### src/rtl/sector_scheduler.sv
// ---------------------------------------------------------------------------
// sector_scheduler
//
// Sequences disk-side transfers against the rotating sector timer. A command
// (start sector, sector count, read/write) is accepted while idle. For each
// sector, the scheduler waits for that sector to pass under the head. At
// GAP_CYCLES into the sector it opens the read or write gate. It closes the
// gate when the timer moves to the next sector, and then either advances to
// the next sector (wrapping at num_sectors) or reports completion.
//
// Parameters:
//   GAP_CYCLES    cycle_count value within a sector at which the gate opens
//   TIMEOUT_REVS  index rising edges tolerated while seeking a sector (1..15)
//
// Optional feature (macro SECTOR_SCHED_ABORT_EN):
//   adds input 'abort'; while seeking or transferring it drops both gates on
//   the next edge and completes with status 11. Without the macro there is
//   no abort port and status 11 is never produced.
//
// Ports:
//   csr_aclk, csr_areset          clock (shared with timer), async active-high reset
//   cycle_count, sector_number    live timer position
//   esdi_index                    index pulse from the timer
//   num_sectors                   sectors per track
//   cmd_valid/cmd_ready           command handshake
//   cmd_sector/cmd_count/cmd_write command fields
//   read_gate, write_gate         ESDI gates (registered, mutually exclusive)
//   xfer_start                    one-cycle pulse as each sector's gate opens
//   xfer_sector                   sector currently targeted
//   done_valid/done_ready         completion handshake
//   done_status                   00 ok, 01 timeout, 10 bad parameter, 11 aborted
// ---------------------------------------------------------------------------
module sector_scheduler #(
  parameter int unsigned GAP_CYCLES   = 1000,
  parameter int unsigned TIMEOUT_REVS = 3
) (
  input  logic        csr_aclk,
  input  logic        csr_areset,
  input  logic [31:0] cycle_count,
  input  logic [7:0]  sector_number,
  input  logic        esdi_index,
  input  logic [7:0]  num_sectors,
  input  logic        cmd_valid,
  output logic        cmd_ready,
  input  logic [7:0]  cmd_sector,
  input  logic [7:0]  cmd_count,
  input  logic        cmd_write,
  output logic        read_gate,
  output logic        write_gate,
  output logic        xfer_start,
  output logic [7:0]  xfer_sector,
  output logic        done_valid,
  input  logic        done_ready,
`ifdef SECTOR_SCHED_ABORT_EN
  input  logic        abort,
`endif
  output logic [1:0]  done_status
);

  typedef enum logic [1:0] {S_IDLE, S_SEEK, S_XFER, S_DONE} state_t;

  localparam logic [1:0]  ST_OK       = 2'b00;
  localparam logic [1:0]  ST_TIMEOUT  = 2'b01;
  localparam logic [1:0]  ST_BADPARAM = 2'b10;
  localparam logic [1:0]  ST_ABORT    = 2'b11;
  localparam logic [31:0] GAP         = 32'(GAP_CYCLES);
  localparam logic [3:0]  TIMEOUT     = 4'(TIMEOUT_REVS);

  state_t     state;
  logic [7:0] cur;
  logic [7:0] remaining;
  logic [3:0] rev_cnt;
  logic       index_p1;
  logic       wr_sel;
  logic       accept;
  logic       gap_hit;
  logic       index_rise;
  logic       sector_left;
  logic       abort_req;

  // Next sector in track order; num_sectors is sampled live.
  function automatic logic [7:0] next_sector(input logic [7:0] s, input logic [7:0] n);
    return (s == n - 8'd1) ? 8'd0 : s + 8'd1;
  endfunction

  // cmd_ready is forced low while reset is held, not just after it.
  assign cmd_ready   = (state == S_IDLE) && !done_valid && !csr_areset;
  assign accept      = cmd_valid && cmd_ready;
  assign gap_hit     = (sector_number == cur) && (cycle_count == GAP);
  assign index_rise  = esdi_index && !index_p1;
  assign sector_left = (sector_number != cur);
  assign xfer_sector = cur;

`ifdef SECTOR_SCHED_ABORT_EN
  assign abort_req = abort;
`else
  assign abort_req = 1'b0;
`endif

  // Direction is data, not control: latched on accept, never reset.
  always_ff @(posedge csr_aclk) begin
    if (accept) wr_sel <= cmd_write;
  end

  always_ff @(posedge csr_aclk or posedge csr_areset) begin
    if (csr_areset) begin
      state       <= S_IDLE;
      cur         <= 8'd0;
      remaining   <= 8'd0;
      rev_cnt     <= 4'd0;
      index_p1    <= 1'b0;
      read_gate   <= 1'b0;
      write_gate  <= 1'b0;
      xfer_start  <= 1'b0;
      done_valid  <= 1'b0;
      done_status <= ST_OK;
    end else begin
      index_p1   <= esdi_index;
      xfer_start <= 1'b0;
      case (state)
        S_IDLE: begin
          if (accept) begin
            if (cmd_count == 8'd0 || cmd_sector >= num_sectors) begin
              state       <= S_DONE;
              done_valid  <= 1'b1;
              done_status <= ST_BADPARAM;
            end else begin
              cur       <= cmd_sector;
              remaining <= cmd_count;
              rev_cnt   <= 4'd0;
              state     <= S_SEEK;
            end
          end
        end
        S_SEEK: begin
          if (abort_req) begin
            state       <= S_DONE;
            done_valid  <= 1'b1;
            done_status <= ST_ABORT;
          end else if (gap_hit) begin
            state      <= S_XFER;
            read_gate  <= !wr_sel;
            write_gate <= wr_sel;
            xfer_start <= 1'b1;
          end else if (index_rise) begin
            // A full revolution without the target sector counts one strike.
            if (rev_cnt + 4'd1 == TIMEOUT) begin
              state       <= S_DONE;
              done_valid  <= 1'b1;
              done_status <= ST_TIMEOUT;
            end
            rev_cnt <= rev_cnt + 4'd1;
          end
        end
        S_XFER: begin
          if (abort_req) begin
            read_gate   <= 1'b0;
            write_gate  <= 1'b0;
            state       <= S_DONE;
            done_valid  <= 1'b1;
            done_status <= ST_ABORT;
          end else if (sector_left) begin
            read_gate  <= 1'b0;
            write_gate <= 1'b0;
            remaining  <= remaining - 8'd1;
            if (remaining == 8'd1) begin
              state       <= S_DONE;
              done_valid  <= 1'b1;
              done_status <= ST_OK;
            end else begin
              cur     <= next_sector(cur, num_sectors);
              rev_cnt <= 4'd0;
              state   <= S_SEEK;
            end
          end
        end
        S_DONE: begin
          if (done_ready) begin
            state      <= S_IDLE;
            done_valid <= 1'b0;
          end
        end
        default: state <= S_IDLE;
      endcase
    end
  end

endmodule

### config.mk
export PLATFORM = sky130hd
export DESIGN_NAME = sector_scheduler
export DESIGN_NICKNAME = d
export VERILOG_FILES = /design/src/rtl/sector_scheduler.sv
export SDC_FILE = /design/constraint.sdc
export NUM_CORES = 1
export LEC_CHECK = 0
export CAP_MARGIN = 15
export CORE_MARGIN = 1
export CORE_UTILIZATION = 30
export CTS_CLUSTER_DIAMETER = 60
export DETAILED_ROUTE_END_ITERATION = 12
export RECOVER_POWER = 50
export SLEW_MARGIN = 20
export SYNTH_ARGS = -nofsm -noshare
export SYNTH_HDL_FRONTEND = slang
export SYNTH_SLANG_ARGS = --single-unit
### constraint.sdc
create_clock -name csr_aclk -period 2.4 [get_ports csr_aclk]
set_input_delay 0.48 -clock csr_aclk [delete_from_list [all_inputs] [get_ports csr_aclk]]
set_output_delay 0.48 -clock csr_aclk [all_outputs]
set_load 0.02 [all_outputs]
# Word-level counts from Yosys, hierarchy flattened

Index checks and enable logic that the tools add are counted.

Reduce and logical (&&, ||, !) cells: 22
Multiplexer cells: 50
Eq/ne operators: 22
Add/sub/neg operators: 4
Magnitude comparators: 1

Operator list:

| cell                 | count |
|---|---|
| $mux 8               | 8 |
| $eq 32x10->1 const B | 1 |
| $pmux 8 s2           | 2 |
| $mux 2               | 15 |
| $mux 4               | 6 |
| $ne 2x2->1 const B   | 10 |
| $eq 8x8->1           | 2 |
| $reduce_and 8->1     | 2 |
| $sub 8x1->8 const B  | 2 |
| $mux 1               | 13 |
| $pmux 4 s3           | 1 |
| $reduce_and 5->1     | 2 |
| $add 8x1->8 const B  | 1 |
| $eq 8x1->1 const B   | 1 |
| $ge 8x8->1           | 1 |
| $logic_not 8->1      | 1 |
| $ne 8x8->1           | 1 |
| $pmux 2 s4           | 1 |
| $reduce_and 7->1     | 1 |
| $ne 3x3->1 const B   | 2 |
| $pmux 2 s3           | 1 |
| $logic_and 1x1->1    | 5 |
| $add 4x1->4 const B  | 1 |
| $eq 2x2->1 const B   | 2 |
| other kinds (12)     | 17 |

Bits in registers: 30
Input port bits: 70
Logic and storage cells: 110

# Logic depth before layout (Yosys ltp)

Word-level depth: 6
Mapped depth: 10
Gate-level depth less buffers: 8

# Worst setup path before layout

Ideal clock, no wire load.

Path type: input port to flip-flop
From: input num_sectors[0]
To: register cur[4], in the netlist xfer_sector[4]
Buffers on the path: 2
Data arrival time: 2140 ps
Library setup time: 134 ps
Slack: 126 ps
Stages on the path: 10
Cells stage by stage: inv_1 > ha_1 > clkbuf_1 > o21bai_1 > a2111o_1 > o311ai_1 > o2111ai_1 > buf_2 > a22oi_1 > o211ai_1

Longest elaborated chain between the ends: 6
Elaborated cells between the ends (all ways): 10
Those cells by class: add/sub: 1; order compare: 1; eq/ne: 2; mux: 4; reduce/logical: 2

RTL lines:

| what                   | RTL line | text |
|---|---|---|
| start: declaration     | 42       | `input logic [7:0] num_sectors,` |
| $sub 8x1->8            | 83       | `return (s == n - 8'd1) ? 8'd0 : s + 8'd1;` |
| $eq 8x8->1             | 83       |  |
| $mux 8                 | 83       |  |
| $mux 8                 | 166      | `if (remaining == 8'd1) begin` |
| $mux 8                 | 162      | `end else if (sector_left) begin` |
| $pmux 8 s2             | 120      | `case (state)` |
| end signal: assignment | 128      | `cur <= cmd_sector;` |
| end signal: assignment | 171      | `cur <= next_sector(cur, num_sectors);` |
| end: declaration       | 70       | `logic [7:0] cur;` |

Parallel ways exist; a longest one is shown, timed or not. The select of a mux whose other input is x is not followed.
A chain may end at the register's enable or synchronous reset.

# Worst setup path after layout

From: input sector_number[4]
To: register rev_cnt[0]

Longest elaborated chain between the ends: 4
Elaborated cells between the ends (all ways): 6
Those cells by class: eq/ne: 4; reduce/logical: 2

RTL lines:

| what                           | RTL line | text |
|---|---|---|
| start: declaration             | 40       | `input logic [7:0] sector_number,` |
| $eq 8x8->1                     | 89       | `assign gap_hit = (sector_number == cur) && (cycle_count == GAP);` |
| $logic_and 1x1->1              | 89       |  |
| $ne 2x2->1 (no line)           | n/a      |  |
| $reduce_and 7->1 (no line) (*) | n/a      |  |
| end signal: assignment         | 152      | `rev_cnt <= rev_cnt + 4'd1;` |
| end: declaration               | 72       | `logic [3:0] rev_cnt;` |

Every way passes the cells marked *; elsewhere a longest branch is shown, timed or not.

==> key figures <==
Floorplan
  – Cell Rows: 33
  – Die area: 9220 sq um
  – Core ar.: about 8400 sq um
  – Initial Util: 0.316
  – Die Height: between 90 and 100 um
  – DIE WIDTH: between 90 and 100 um
  – Num ports: 85

Global route
  – All-Layer GR Usage: 0.182
  – Initial antenna violation count: 0
  – First-pass GRT wire length: ~13000 um
  – Vias in the first global route: about 2700
  – Largest net degree at the start of global routing: 30
  – Grt ovf: 0

Setup path
  – Crit Path Class: in2reg
  – Critical Path Fanout Max: 4
  – Critical path required time: roughly 2.6 ns
  – Worst stage delay on the critical path: approximately 0.52 ns
  – Worst R2R End: rev_cnt[0]
  – Critical Path Slowest Stage Cell: or4_4
  – R2R Setup Slk: between 0.2 and 0.25 ns
  – Worst Path Arrival: between 2 and 3 ns
  – CP startpoint kind: primary input
  – Setup crit end kind: flip-flop
  – Crit path depth: 9
  – Worst Path Buf+Inv: 3
  – R2R depth: 7
  – CP Cell Sequence: clkdlybuf4s50_1, xor2_1, nor4_2, buf_12, and4_4, o22a_4, buf_4, or4_4, mux2i_1
  – CP startpoint: sector_number[4]
  – FF-to-FF Start: state[1]
  – Crit path to: rev_cnt[0]
  – Cell family with most CP delay: simple AND/OR/NAND/NOR gates

Layout
  – Core Util, Final: 0.531
  – Antenna cells: 0
  – # nets final: around 530
  – Share of layout cells above drive strength 1: 0.270
  – Area Overhead vs Synth: 68.0%
  – # fillers: 766

Synthesis
  – FF+latch count, synth: 30
  – Syn_nets: 399
  – Post-synth top cells: dfrtp_1 (29), nor2_1 (24), inv_1 (23)
  – Top_reg_cell synth: dfrtp_1
  – Post-synth EDFFs: 1
  – Mapped Area: around 2700 sq um
  – Cell taking the most area after synthesis: dfrtp_1
  – Synth top area cells: dfrtp_1 (27%), ha_1 (9.0%), xor2_1 (4.3%)
  – Count leader, synth: dfrtp_1
  – Synthesized netlist cell count: 310
  – Part of the Yosys area used for sequential elements: 0.285
  – Yosys Warn Count: 0
  – Syn Area/Cell: 8.55 sq um
  – Async SR Flop Fraction: 0.967
  – Post-synth top area share: 0.274
  – Distinct cells, synth: 63

Drt
  – TritonRoute pass-1 iters: 5
  – Overall routed net length: around 8300 um
  – First DRT Iteration DRCs: about 150
  – Antenna-violating nets left: 0
  – Residual DRC count: 0
  – Vias: 2894
  – WL/cell: roughly 15 um
  – Routed vias/inst: 5.26

Power and ir drop
  – Total chip power: around 2000 uW
  – Int Pwr: 1290 uW
  – Clock power share: 0.209
  – P per Cell Area: between 400 and 500 nW/um^2
  – Logic pwr share: 0.459
  – Flop pwr share: 0.332
  – VDD IR max: roughly 420 uV
  – Sw frac: 0.374
  – Sw power: 771 uW
  – LEAKAGE: 0.00207 uW

Clock tree
  – CTS tree: yes
  – Clock sink total: 30
  – Worst-case clock buffer depth: 2
  – CTS buffer count: 5
  – H-tree Lvls: 2
  – Clock slew at reported path FFs: around 0.06 ns
  – Clk Latency, worst-skew pair: slightly below 0.3 ns
  – Root Driver: clkbuf_8

Timing
  – Final clock period utilization by the worst path: 0.980
  – Worst-Margin Slew: slightly below 0.8 ns
  – Final Setup Violations: 0
  – Minimum clock period: ~2.4 ns
  – Final slew viol count: 0
  – Fin. Hold Viols: 0
  – Skew final: between 0.006 and 0.007 ns
  – Slew HR: 0.485
  – Fmax: between 400 and 500 MHz

Min path
  – Min-Delay Path Depth: 1
  – Worst hold-check path type: reg2reg
  – Worst hold start: rev_cnt[3]

Placed design
  – RD Place Congestion: around 0.9
  – Port Buf Inserts: 84
  – Post-DP HPWL: roughly 6400 um

Flow run
  – Max Cap Viol: 0

Outcome
  – Outcome: complete, no violations
-- power by group through the flow --
| stage | registers [uW] | clock network, uW | logic, uW |
|---|---|---|---|
| after detailed placement | 683 | 0 | 821 |
| after floorplan | 667 | 0 | 479 |
| final | 684 | 431 | 946 |
| after CTS | 680 | 443 | 861 |
| after global placement | 681 | 0 | 808 |
| after global routing | 700 | 461 | 1040 |
-- cell families (layout without fill, tap and decap cells) --
group,count (synthesis),after routing,synth area share
and+or+nand+nor,113,113,0.239
AOI/OAI and AO/OA,78,78,0.219
buffers and inverters,41,176,0.0646
DFF,30,30,0.285
adders and majority gates,19,19,0.0897
xor gates and xnor gates,18,18,0.0595
muxes,11,11,0.0429
-- repair_timing --
| item | in CTS | in global routing |
|---|---|---|
| pin swaps | 6 | 24 |
| buffers inserted | 1 | 0 |
| gates resized for setup | 21 | 62 |
| cloned | 1 | 0 |
| endpoints found under the setup margin | 21 | 26 |
| hold buffers | 0 | 0 |
-- per-layer routing --
metal	up-vias	wire (um)	track usage
li1	1421	-	-
met4	0	44	0.0261
met3	6	589	0.0403
met5	-	0	0
met1	1372	3750	0.243
met2	95	3950	0.304
-- registers in the layout, summed over array words and instances (netlist names) --
register and count:
done_status 2, done_valid 1, index_p1 1, read_gate 1, remaining 8, rev_cnt 4, state 2, wr_sel 1
write_gate 1, xfer_sector 8, xfer_start 1
-- area by class of cell --
type,count,area (sq um),share of cell area
clock buffer,7,86.3,0.0194
sequential,30,756,0.170
tap,105,131,0.0295
timing repair buffer,144,1360,0.306
clock inverter,1,5.00,0.00112
inverter,24,90.1,0.0202
multi-input combinational,239,2020,0.454
-- stage by stage --
| stage | TNS [ns] | hold slack [ns] | cells | instance area (sq um) | setup WS [ns] |
|---|---|---|---|---|---|
| final | 0 | 0.518 | 550 | 4450 | 0.0478 |
| after global routing | -0.0170 | 0.535 | 550 | 4450 | -0.0170 |
| after CTS | -0.0251 | 0.519 | 550 | 4190 | -0.0251 |
| after detailed placement | -8.97 | 0.505 | 540 | 3990 | -0.469 |
| after global placement | -8.54 | 0.492 | 540 | 3990 | -0.421 |
| after floorplan | 0 | 0.472 | 310 | 2650 | 0.126 |
-- cell usage in the layout (no fill, tap or decap), drive strengths merged, types with 3 or more instances in the layout --
cell,Yosys,routed
buf,8,59
clkdlybuf4s50,0,55
dfrtp,29,29
inv,24,24
nor2,24,24
dlymetal6s2s,0,21
ha,19,19
nand2,18,18
o21ai,14,14
xor2,13,13
nor4,12,12
nand2b,9,9
mux2i,8,8
nor3,8,8
clkbuf,9,8
o211ai,7,7
nand4,7,7
dlygate4sd3,0,7
o22ai,6,6
nand3,6,6
a211oi,6,6
a2bb2oi,6,6
xnor2,5,5
a31oi,5,5
or2,5,5
a22oi,5,5
nor2b,4,4
a21oi,4,4
nand4b,3,3
mux2,3,3
and3,3,3
or3,3,3
and2,3,3
o31ai,3,3
o22a,3,3
-- worst min-delay path by stage --
stage / slack, ns / end
after floorplan: 0.47 / rev_cnt[3]
after global placement: 0.49 / rev_cnt[3]
after detailed placement: 0.50 / rev_cnt[3]
after CTS: 0.52 / rev_cnt[3]
after global routing: 0.54 / rev_cnt[3]
final: 0.52 / rev_cnt[3]
Note: power is estimated with default switching activity, not from simulation.
